**src/rtl/bus_protocol_monitor.sv**
```systemverilog
`timescale 1ns/1ps
// Passive bus observer: per-transaction summaries, saturating statistics and a first-violation latch.
// txn_done_o and counters update on the edge after end is sampled; never drives or stalls the bus.
module bus_protocol_monitor #(
   parameter int TIMEOUT_CYCLES = 1024,
   parameter int CNT_W          = 32
) (
   input  logic             clk_i,
   input  logic             rst_i,
   input  logic             clear_i,
   input  logic [31:0]      bus_addrData_i,
   input  logic [3:0]       bus_byteEnables_i,
   input  logic [7:0]       bus_burstSize_i,
   input  logic             bus_readNWrite_i,
   input  logic             bus_beginTransaction_i,
   input  logic             bus_endTransaction_i,
   input  logic             bus_dataValid_i,
   input  logic             bus_busy_i,
   input  logic             bus_error_i,
   output logic             txn_done_o,
   output logic [31:0]      txn_addr_o,
   output logic             txn_rnw_o,
   output logic [8:0]       txn_beats_o,
   output logic [CNT_W-1:0] rd_count_o,
   output logic [CNT_W-1:0] wr_count_o,
   output logic [CNT_W-1:0] beat_count_o,
   output logic [CNT_W-1:0] berr_count_o,
   output logic             err_o,
   output logic [2:0]       err_code_o,
   output logic [31:0]      err_addr_o
);

   localparam logic [0:0] S_IDLE   = 1'b0;
   localparam logic [0:0] S_ACTIVE = 1'b1;

   localparam logic [2:0] E_STRAY_DATA      = 3'd1;
   localparam logic [2:0] E_STRAY_END       = 3'd2;
   localparam logic [2:0] E_NESTED_BEGIN    = 3'd3;
   localparam logic [2:0] E_OVERRUN         = 3'd4;
   localparam logic [2:0] E_BEAT_MISMATCH   = 3'd5;
   localparam logic [2:0] E_TIMEOUT         = 3'd6;
   localparam logic [2:0] E_BEGIN_COLLISION = 3'd7;

   localparam int TW = $clog2(TIMEOUT_CYCLES + 1);

   logic [0:0]       r_state;
   logic [31:0]      r_addr;
   logic             r_rnw;
   logic [8:0]       r_exp;
   logic [8:0]       r_beats;
   logic [TW-1:0]    r_timer;
   logic             r_done;
   logic [31:0]      r_txn_addr;
   logic             r_txn_rnw;
   logic [8:0]       r_txn_beats;
   logic [CNT_W-1:0] r_rd_cnt;
   logic [CNT_W-1:0] r_wr_cnt;
   logic [CNT_W-1:0] r_beat_cnt;
   logic [CNT_W-1:0] r_berr_cnt;
   logic             r_err;
   logic [2:0]       r_err_code;
   logic [31:0]      r_err_addr;

   logic [0:0]       w_state_nxt;
   logic [31:0]      w_addr_nxt;
   logic             w_rnw_nxt;
   logic [8:0]       w_exp_nxt;
   logic [8:0]       w_beats_nxt;
   logic [TW-1:0]    w_timer_nxt;
   logic             w_viol;
   logic [2:0]       w_code;
   logic [31:0]      w_vaddr;
   logic             w_done;
   logic             w_beat_inc;
   logic             w_berr_inc;
   logic             w_acc;
   logic [8:0]       w_exp_begin;
   logic             w_unused;

   // Byte enables are part of the observed bus but carry nothing this monitor checks.
   assign w_unused    = ^bus_byteEnables_i;
   assign w_acc       = bus_dataValid_i & ~bus_busy_i;
   assign w_exp_begin = {1'b0, bus_burstSize_i} + 9'd1;

   function automatic logic [CNT_W-1:0] f_sat_inc(input logic [CNT_W-1:0] v);
      return (&v) ? v : v + CNT_W'(1);
   endfunction

   always_comb begin
      w_state_nxt = r_state;
      w_addr_nxt  = r_addr;
      w_rnw_nxt   = r_rnw;
      w_exp_nxt   = r_exp;
      w_beats_nxt = r_beats;
      w_timer_nxt = r_timer;
      w_viol      = 1'b0;
      w_code      = 3'd0;
      w_vaddr     = 32'd0;
      w_done      = 1'b0;
      w_beat_inc  = 1'b0;
      w_berr_inc  = 1'b0;
      case (r_state)
         S_IDLE: begin
            if (bus_beginTransaction_i) begin
               if (bus_dataValid_i || bus_endTransaction_i) begin
                  w_viol  = 1'b1;
                  w_code  = E_BEGIN_COLLISION;
                  w_vaddr = bus_addrData_i;
               end else begin
                  w_state_nxt = S_ACTIVE;
                  w_addr_nxt  = bus_addrData_i;
                  w_rnw_nxt   = bus_readNWrite_i;
                  w_exp_nxt   = w_exp_begin;
                  w_beats_nxt = 9'd0;
                  w_timer_nxt = '0;
               end
            end else if (bus_endTransaction_i) begin
               w_viol  = 1'b1;
               w_code  = E_STRAY_END;
               w_vaddr = bus_addrData_i;
            end else if (bus_dataValid_i) begin
               w_viol  = 1'b1;
               w_code  = E_STRAY_DATA;
               w_vaddr = bus_addrData_i;
            end
         end
         default: begin
            if (bus_error_i) begin
               w_berr_inc  = 1'b1;
               w_state_nxt = S_IDLE;
            end else if (bus_beginTransaction_i) begin
               w_viol      = 1'b1;
               w_code      = E_NESTED_BEGIN;
               w_vaddr     = r_addr;
               w_addr_nxt  = bus_addrData_i;
               w_rnw_nxt   = bus_readNWrite_i;
               w_exp_nxt   = w_exp_begin;
               w_beats_nxt = 9'd0;
               w_timer_nxt = '0;
            end else if (bus_endTransaction_i) begin
               // A beat accepted alongside end is counted before the length check.
               if (w_acc && r_beats == r_exp) begin
                  w_viol  = 1'b1;
                  w_code  = E_OVERRUN;
                  w_vaddr = r_addr;
               end else begin
                  if (w_acc) begin
                     w_beats_nxt = r_beats + 9'd1;
                     w_beat_inc  = 1'b1;
                  end
                  if (w_beats_nxt != r_exp) begin
                     w_viol  = 1'b1;
                     w_code  = E_BEAT_MISMATCH;
                     w_vaddr = r_addr;
                  end
               end
               w_done      = 1'b1;
               w_state_nxt = S_IDLE;
            end else if (w_acc) begin
               w_timer_nxt = '0;
               if (r_beats == r_exp) begin
                  w_viol  = 1'b1;
                  w_code  = E_OVERRUN;
                  w_vaddr = r_addr;
               end else begin
                  w_beats_nxt = r_beats + 9'd1;
                  w_beat_inc  = 1'b1;
               end
            end else if (r_timer == TW'(TIMEOUT_CYCLES - 1)) begin
               w_viol      = 1'b1;
               w_code      = E_TIMEOUT;
               w_vaddr     = r_addr;
               w_state_nxt = S_IDLE;
            end else begin
               w_timer_nxt = r_timer + TW'(1);
            end
         end
      endcase
   end

   always_ff @(posedge clk_i or posedge rst_i) begin
      if (rst_i) begin
         r_state     <= S_IDLE;
         r_addr      <= 32'd0;
         r_rnw       <= 1'b0;
         r_exp       <= 9'd0;
         r_beats     <= 9'd0;
         r_timer     <= '0;
         r_done      <= 1'b0;
         r_txn_addr  <= 32'd0;
         r_txn_rnw   <= 1'b0;
         r_txn_beats <= 9'd0;
      end else begin
         r_state <= w_state_nxt;
         r_addr  <= w_addr_nxt;
         r_rnw   <= w_rnw_nxt;
         r_exp   <= w_exp_nxt;
         r_beats <= w_beats_nxt;
         r_timer <= w_timer_nxt;
         r_done  <= w_done;
         if (w_done) begin
            r_txn_addr  <= r_addr;
            r_txn_rnw   <= r_rnw;
            r_txn_beats <= w_beats_nxt;
         end
      end
   end

   always_ff @(posedge clk_i or posedge rst_i) begin
      if (rst_i) begin
         r_rd_cnt   <= '0;
         r_wr_cnt   <= '0;
         r_beat_cnt <= '0;
         r_berr_cnt <= '0;
         r_err      <= 1'b0;
         r_err_code <= 3'd0;
         r_err_addr <= 32'd0;
      end else if (clear_i) begin
         r_rd_cnt   <= '0;
         r_wr_cnt   <= '0;
         r_beat_cnt <= '0;
         r_berr_cnt <= '0;
         r_err      <= 1'b0;
         r_err_code <= 3'd0;
         r_err_addr <= 32'd0;
      end else begin
         if (w_done && r_rnw)  r_rd_cnt   <= f_sat_inc(r_rd_cnt);
         if (w_done && !r_rnw) r_wr_cnt   <= f_sat_inc(r_wr_cnt);
         if (w_beat_inc)       r_beat_cnt <= f_sat_inc(r_beat_cnt);
         if (w_berr_inc)       r_berr_cnt <= f_sat_inc(r_berr_cnt);
         if (w_viol && !r_err) begin
            r_err      <= 1'b1;
            r_err_code <= w_code;
            r_err_addr <= w_vaddr;
         end
      end
   end

   assign txn_done_o   = r_done;
   assign txn_addr_o   = r_txn_addr;
   assign txn_rnw_o    = r_txn_rnw;
   assign txn_beats_o  = r_txn_beats;
   assign rd_count_o   = r_rd_cnt;
   assign wr_count_o   = r_wr_cnt;
   assign beat_count_o = r_beat_cnt;
   assign berr_count_o = r_berr_cnt;
   assign err_o        = r_err;
   assign err_code_o   = r_err_code;
   assign err_addr_o   = r_err_addr;

endmodule
```
**config.mk**
```make
export PLATFORM = sky130hd
export DESIGN_NAME = bus_protocol_monitor
export DESIGN_NICKNAME = d
export VERILOG_FILES = /design/src/rtl/bus_protocol_monitor.sv
export SDC_FILE = /design/constraint.sdc
export NUM_CORES = 1
export LEC_CHECK = 0
export BUFFER_PORTS_ARGS = -buffer_cell sky130_fd_sc_hd__buf_2
export CORE_MARGIN = 10
export CORE_UTILIZATION = 56
export CTS_CLUSTER_SIZE = 40
export DETAILED_ROUTE_END_ITERATION = 7
export PLACE_DENSITY = 0.78
export RECOVER_POWER = 50
export SLEW_MARGIN = 10
export SYNTH_ARGS = -nofsm -noshare
export SYNTH_HDL_FRONTEND = slang
export SYNTH_SLANG_ARGS = --single-unit
```
**constraint.sdc**
```tcl
create_clock -name clk_i -period 11.8 [get_ports clk_i]
set_clock_uncertainty 0.1 [all_clocks]
set_input_delay 2.95 -clock clk_i [delete_from_list [all_inputs] [get_ports clk_i]]
set_output_delay 2.95 -clock clk_i [all_outputs]
set_load 0.1 [all_outputs]
```
Word level (Yosys, flattened, before mapping) --
Index checks and enable logic that the tools add are counted.
Storage, ports and cells: logic and storage cells 178, output and inout bits 207, bits of input ports 53, register bits after elaboration 270
Operators by class: mux-type cells 117, add/subtract/negate cells 7, eq/ne operators 11, bitwise operators 2, reductions and logical operators 24
Operator list (number):
- $mux 32 | 32
- $mux 9 | 20
- $add 32x1->32 const B | 4
- $reduce_and 32->1 | 4
- $mux 11 | 8
- $mux 1 | 43
- $mux 3 | 13
- $reduce_bool 2->1 | 7
- $ne 2x2->1 const B | 6
- $add 11x1->11 const B | 1
- $eq 11x10->1 const B | 1
- $add 8x1->9 const B | 1
- $add 9x1->9 const B | 1
- $eq 9x9->1 | 1
- $ne 9x9->1 | 1
- $reduce_and 2->1 | 4
- $reduce_and 5->1 | 1
- $logic_and 1x1->1 | 4
- $ne 4x4->1 const B | 1
- $reduce_and 4->1 | 1
- $ne 3x2->1 const B | 1
- $logic_not 1->1 | 2
- $mux 2 | 1
- $and 1x1->1 | 1
- other kinds (2) | 2

Depth between registers and ports, before layout --
depth after elaboration 18, gate-level depth with buffers 11, depth with buffers taken out 8

Worst setup path after synthesis --
Ideal clock, no wire load.
path type in2reg, from input port bus_dataValid_i, to register r_err_code[0] (netlist: err_code_o[0]), data required time 11613 ps, setup time 87 ps, arrival 4992 ps, slack 6621 ps, cell stages on the path 10, path buffers 3, cell sequence buf_4 nand4b_4 or4_1 and4_4 a2111oi_4 nand3_2 and3_1 buf_6 buf_12 a211oi_2
On the way: cells in the longest elaborated chain, start to end 16, elaborated cells between the ends (all ways) 36, classes of those cells eq/ne: 1; mux: 30; bitwise: 1; reduce/logical: 4
Ends and longest elaborated chain:
- start: declaration | RTL line 17 | input logic bus_dataValid_i,
- $and 1x1->1 | RTL line 82 | assign w_acc = bus_dataValid_i & ~bus_busy_i;
- $mux 9 | RTL line 147 | if (w_acc) begin
- $mux 9 | RTL line 142 | if (w_acc && r_beats == r_exp) begin
- $mux 9 | RTL line 140 | end else if (bus_endTransaction_i) begin
- $mux 9 | RTL line 131 | end else if (bus_beginTransaction_i) begin
- $mux 9 | RTL line 128 | if (bus_error_i) begin
- $mux 9 | RTL line 102 | case (r_state)
- $ne 9x9->1 | RTL line 151 | if (w_beats_nxt != r_exp) begin
- $mux 3 or $mux 1 (tied branches) | RTL line 151
- $mux 3 or $mux 1 (tied branches) | RTL line 142
- $mux 3 or $mux 1 (tied branches) | RTL line 140
- $mux 3 or $mux 1 (tied branches) | RTL line 131
- $mux 3 or $mux 1 (tied branches) | RTL line 128
- $mux 3 or $mux 1 (tied branches) | RTL line 102
- $mux 3 or $logic_and 1x1->1 (tied branches) | RTL line 231 | if (w_viol && !r_err) begin
- $mux 3 or $reduce_bool 2->1 (tied branches)
- end signal: assignment | RTL line 233 | r_err_code <= w_code;
- end: declaration | RTL line 61 | logic [2:0] r_err_code;
Several ways; a longest one is shown, not always the timed one. The select of a mux whose other input is x is not followed. A chain may end at the register's enable or synchronous reset.

Worst setup path after layout --
from input port bus_beginTransaction_i, to register r_wr_cnt[19] (netlist: wr_count_o[19])
On the way: cells in the longest elaborated chain, start to end 6
Ends and longest elaborated chain:
- start: declaration | RTL line 15 | input logic bus_beginTransaction_i,
- $mux 1 | RTL line 131
- $mux 1 | RTL line 128
- $mux 1 | RTL line 102
- $logic_and 1x1->1 | RTL line 228 | if (w_done && !r_rnw) r_wr_cnt <= f_sat_inc(r_wr_cnt);
- $reduce_bool 2->1 (no line)
- $reduce_and 2->1 (no line)
- end signal: assignment | RTL line 228
- end: declaration | RTL line 57 | logic [CNT_W-1:0] r_wr_cnt;
No other way between the ends.

==> impl_metrics.json <==
{
  "place.gp.congestion": 0.895,
  "synth-seq-cells": 270,
  "core_um2": 23600,
  "dieArea_um2": 30700,
  "cts_setup_buffers": 0,
  "post-route-drc-count": 0,
  "diodes": 0,
  "drive_above_1_share": 0.216,
  "start_util": 0.572,
  "cap_violations": 3,
  "violations": "capacitance limit, slew limit",
  "die_w_um": 175,
  "period_share": 0.649,
  "detailed_place_hpwl_um": 24300,
  "cts_tree": "yes",
  "worstHoldEndpoint": "r_timer[10]",
  "end_kind": "flip-flop",
  "ioPinCount": 260,
  "clk_pin_slew_ns": 0.06,
  "peakVddDrop_v": 0.000189,
  "powerDensity_nw_per_um2": 170,
  "port_buffers": 255,
  "synth_nets": 1375,
  "drt_iter0_markers": 905,
  "rows": 56,
  "grt_max_degree": 127,
  "clockBufferDepth": 3,
  "reg2regPathDepth": 8,
  "r2r_slack_ns": 6.28,
  "n_fill_cell": 1886,
  "power_w": 0.00269,
  "worst-endpoint-required_ns": 12.07,
  "async_reset_ff_frac": 1.00,
  "grt_pass1_vias": 11100,
  "slew_violations": 225,
  "avgRoutedWirePerCell_um": 18.7,
  "post-route-util": 0.669,
  "cts_root_buffer": "clkbuf_16",
  "hp-class": "flip-flop to flip-flop",
  "cp-start-kind": "input port",
  "reg2reg_from": "r_state",
  "ys.flop_type": "dfrtp_1",
  "vias_per_cell": 5.78,
  "vias": 10900,
  "regToRegEndpoint": "wr_count_o[19]",
  "hold_violations": 0,
  "max_slew_margin": -2.66,
  "max_freq_mhz": 131,
  "areaGrowthSynthToFinish_pct": 17.1,
  "status": "complete, but fails checks",
  "tns_ns": 0,
  "hold_buffers": 0,
  "antenna_found_initial": 2,
  "overflow": 0,
  "period_minus_slack_ns": 7.66,
  "worstSetupPathType": "input port to flip-flop",
  "drt_pass1_iterations": 7,
  "p_leak_nw": 7.13,
  "worst_skew_pair.late_latency_ns": 0.53,
  "syn_avg_cell_area_um2": 10.3,
  "holdWs_ns": 0.395,
  "postCtsResizedCells": 0,
  "critPathMaxFanout": 46,
  "whs_path_depth": 1,
  "hp-start": "r_timer[10]",
  "ys_types": 74,
  "finalSetupViolCount": 0,
  "ant_nets": 0,
  "h-tree-depth": 1,
  "yosysSeqAreaShare": 0.501,
  "rsz0062_at_grt": "false",
  "drt_wl_total_um": 35300,
  "syn_inst": 1315,
  "grt_pass1_wl_um": 57800,
  "cts_made_buffers": 29,
  "final_nets": 1603,
  "syn-cell-area_um2": 13500,
  "grt.total_usage": 0.224,
  "tightest_slew_ns": 5.47,
  "yosys_warnings": 0,
  "critical_path_arrival_ns": 7.93,
  "die-height_um": 175,
  "synth_edf_count": 0,
  "cts.sinks": 270
}
==> through the flow <==
step                instances  instance area [µm²]  setup slack, ns
floorplan                1315                13500             1.31
global placement         1831                15000             5.53
detailed placement       1831                15000             5.45
CTS                      1884                15900             5.95
global route             1884                15800             3.67
finish                   1884                15800             4.14
==> power breakdown <==
group / total [W] / switching (W) / internal [W]
Sequential: 0.00108 / 0.0000638 / 0.00102
Combinational: 0.000699 / 0.000573 / 0.000126
Clock: 0.000908 / 0.000370 / 0.000538
==> worst max-delay path by stage <==
stage,endpoint,startpoint
floorplan,beat_count_o[0],rst_i
global placement,wr_count_o[29],bus_beginTransaction_i
detailed placement,wr_count_o[9],bus_beginTransaction_i
CTS,wr_count_o[19],bus_beginTransaction_i
global route,wr_count_o[21],bus_beginTransaction_i
finish,wr_count_o[19],bus_beginTransaction_i
==> sequential cells by signal, indices dropped and copies added (netlist names) <==
signal	flops
err_o	1
err_addr_o	32
r_state	1
rd_count_o	32
r_exp	9
txn_addr_o	32
txn_rnw_o	1
beat_count_o	32
r_rnw	1
wr_count_o	32
berr_count_o	32
txn_beats_o	9
txn_done_o	1
err_code_o	3
r_beats	9
r_addr	32
r_timer	11
==> area by class of cell <==
class	instances	area (µm²)	area share
Multi-Input combinational cell	920	6250	0.395
Clock inverter	13	126	0.00800
Clock buffer	40	837	0.0530
Sequential cell	270	6760	0.428
Inverter	56	211	0.0134
Tap cell	319	399	0.0253
Timing Repair Buffer	266	1220	0.0775
==> cell usage after synthesis, types with 2 or more instances <==
| cell type | count | area, µm² |
|---|---|---|
| buf_1 | 4 | 15.0 |
| buf_4 | 7 | 52.6 |
| a31oi_1 | 11 | 68.8 |
| a211oi_2 | 3 | 37.5 |
| mux2_2 | 75 | 845 |
| ha_1 | 7 | 87.6 |
| and4_1 | 26 | 228 |
| buf_2 | 6 | 30.0 |
| or2_2 | 2 | 12.5 |
| o2111ai_1 | 2 | 17.5 |
| nand2_1 | 103 | 387 |
| buf_6 | 3 | 33.8 |
| nor2_1 | 153 | 574 |
| dfrtp_1 | 270 | 6760 |
| inv_1 | 56 | 210 |
| nand4_1 | 45 | 282 |
| mux2i_1 | 4 | 40.0 |
| a21oi_1 | 25 | 125 |
| and2_1 | 14 | 87.6 |
| or3_1 | 16 | 100 |
| nor3_1 | 25 | 125 |
| nor4_2 | 2 | 25.0 |
| a211oi_1 | 3 | 22.5 |
| nand2b_1 | 41 | 257 |
| o221ai_1 | 6 | 52.6 |
| and3_1 | 28 | 175 |
| or4_1 | 4 | 30.0 |
| nor2b_1 | 6 | 37.5 |
| o221ai_2 | 27 | 405 |
| clkbuf_1 | 48 | 180 |
| xnor2_1 | 54 | 473 |
| xor2_1 | 74 | 648 |
| nor4_1 | 14 | 87.6 |
| o21ai_0 | 40 | 200 |
| nand3_1 | 64 | 320 |
| o31ai_1 | 7 | 52.6 |
| nand3b_1 | 2 | 15.0 |
| o21a_1 | 2 | 15.0 |
==> cells by family after synthesis <==
group,count (synthesis),synth area share
and+or+nand+nor,558,0.214
buffers and inverters,125,0.0401
muxes,79,0.0655
adders and majority gates,7,0.00649
DFF,270,0.501
AOI/OAI and AO/OA,148,0.0897
xor gates and xnor gates,128,0.0831
==> metal layers <==
metal	vias up	track usage	wire length [µm]
met3	55	0.0854	3470
met2	377	0.370	16500
met5	-	0	15
met1	5384	0.275	14600
li1	5064	-	-
met4	4	0.0463	674
==> critical path, cell delays in order <==
cell and delay, ns:
clkbuf_1 0.27, nor4bb_4 0.35, clkbuf_1 1.99, nand2b_1 0.35
or3b_2 0.57, a31oi_1 0.89, nand3_1 0.23, xor2_1 0.22
nor2_1 0.06
==> placed cells by master (no fill, tap or decap), types with 54 or more instances in the layout <==
cell type,instances
buf_2,157
dfrtp_1,270
clkbuf_1,105
inv_1,55
nand2_1,103
nand3_1,64
xor2_1,74
nor2_1,153
xnor2_1,54
mux2_2,74
No activity file was read; power rests on OpenSTA's default activity.
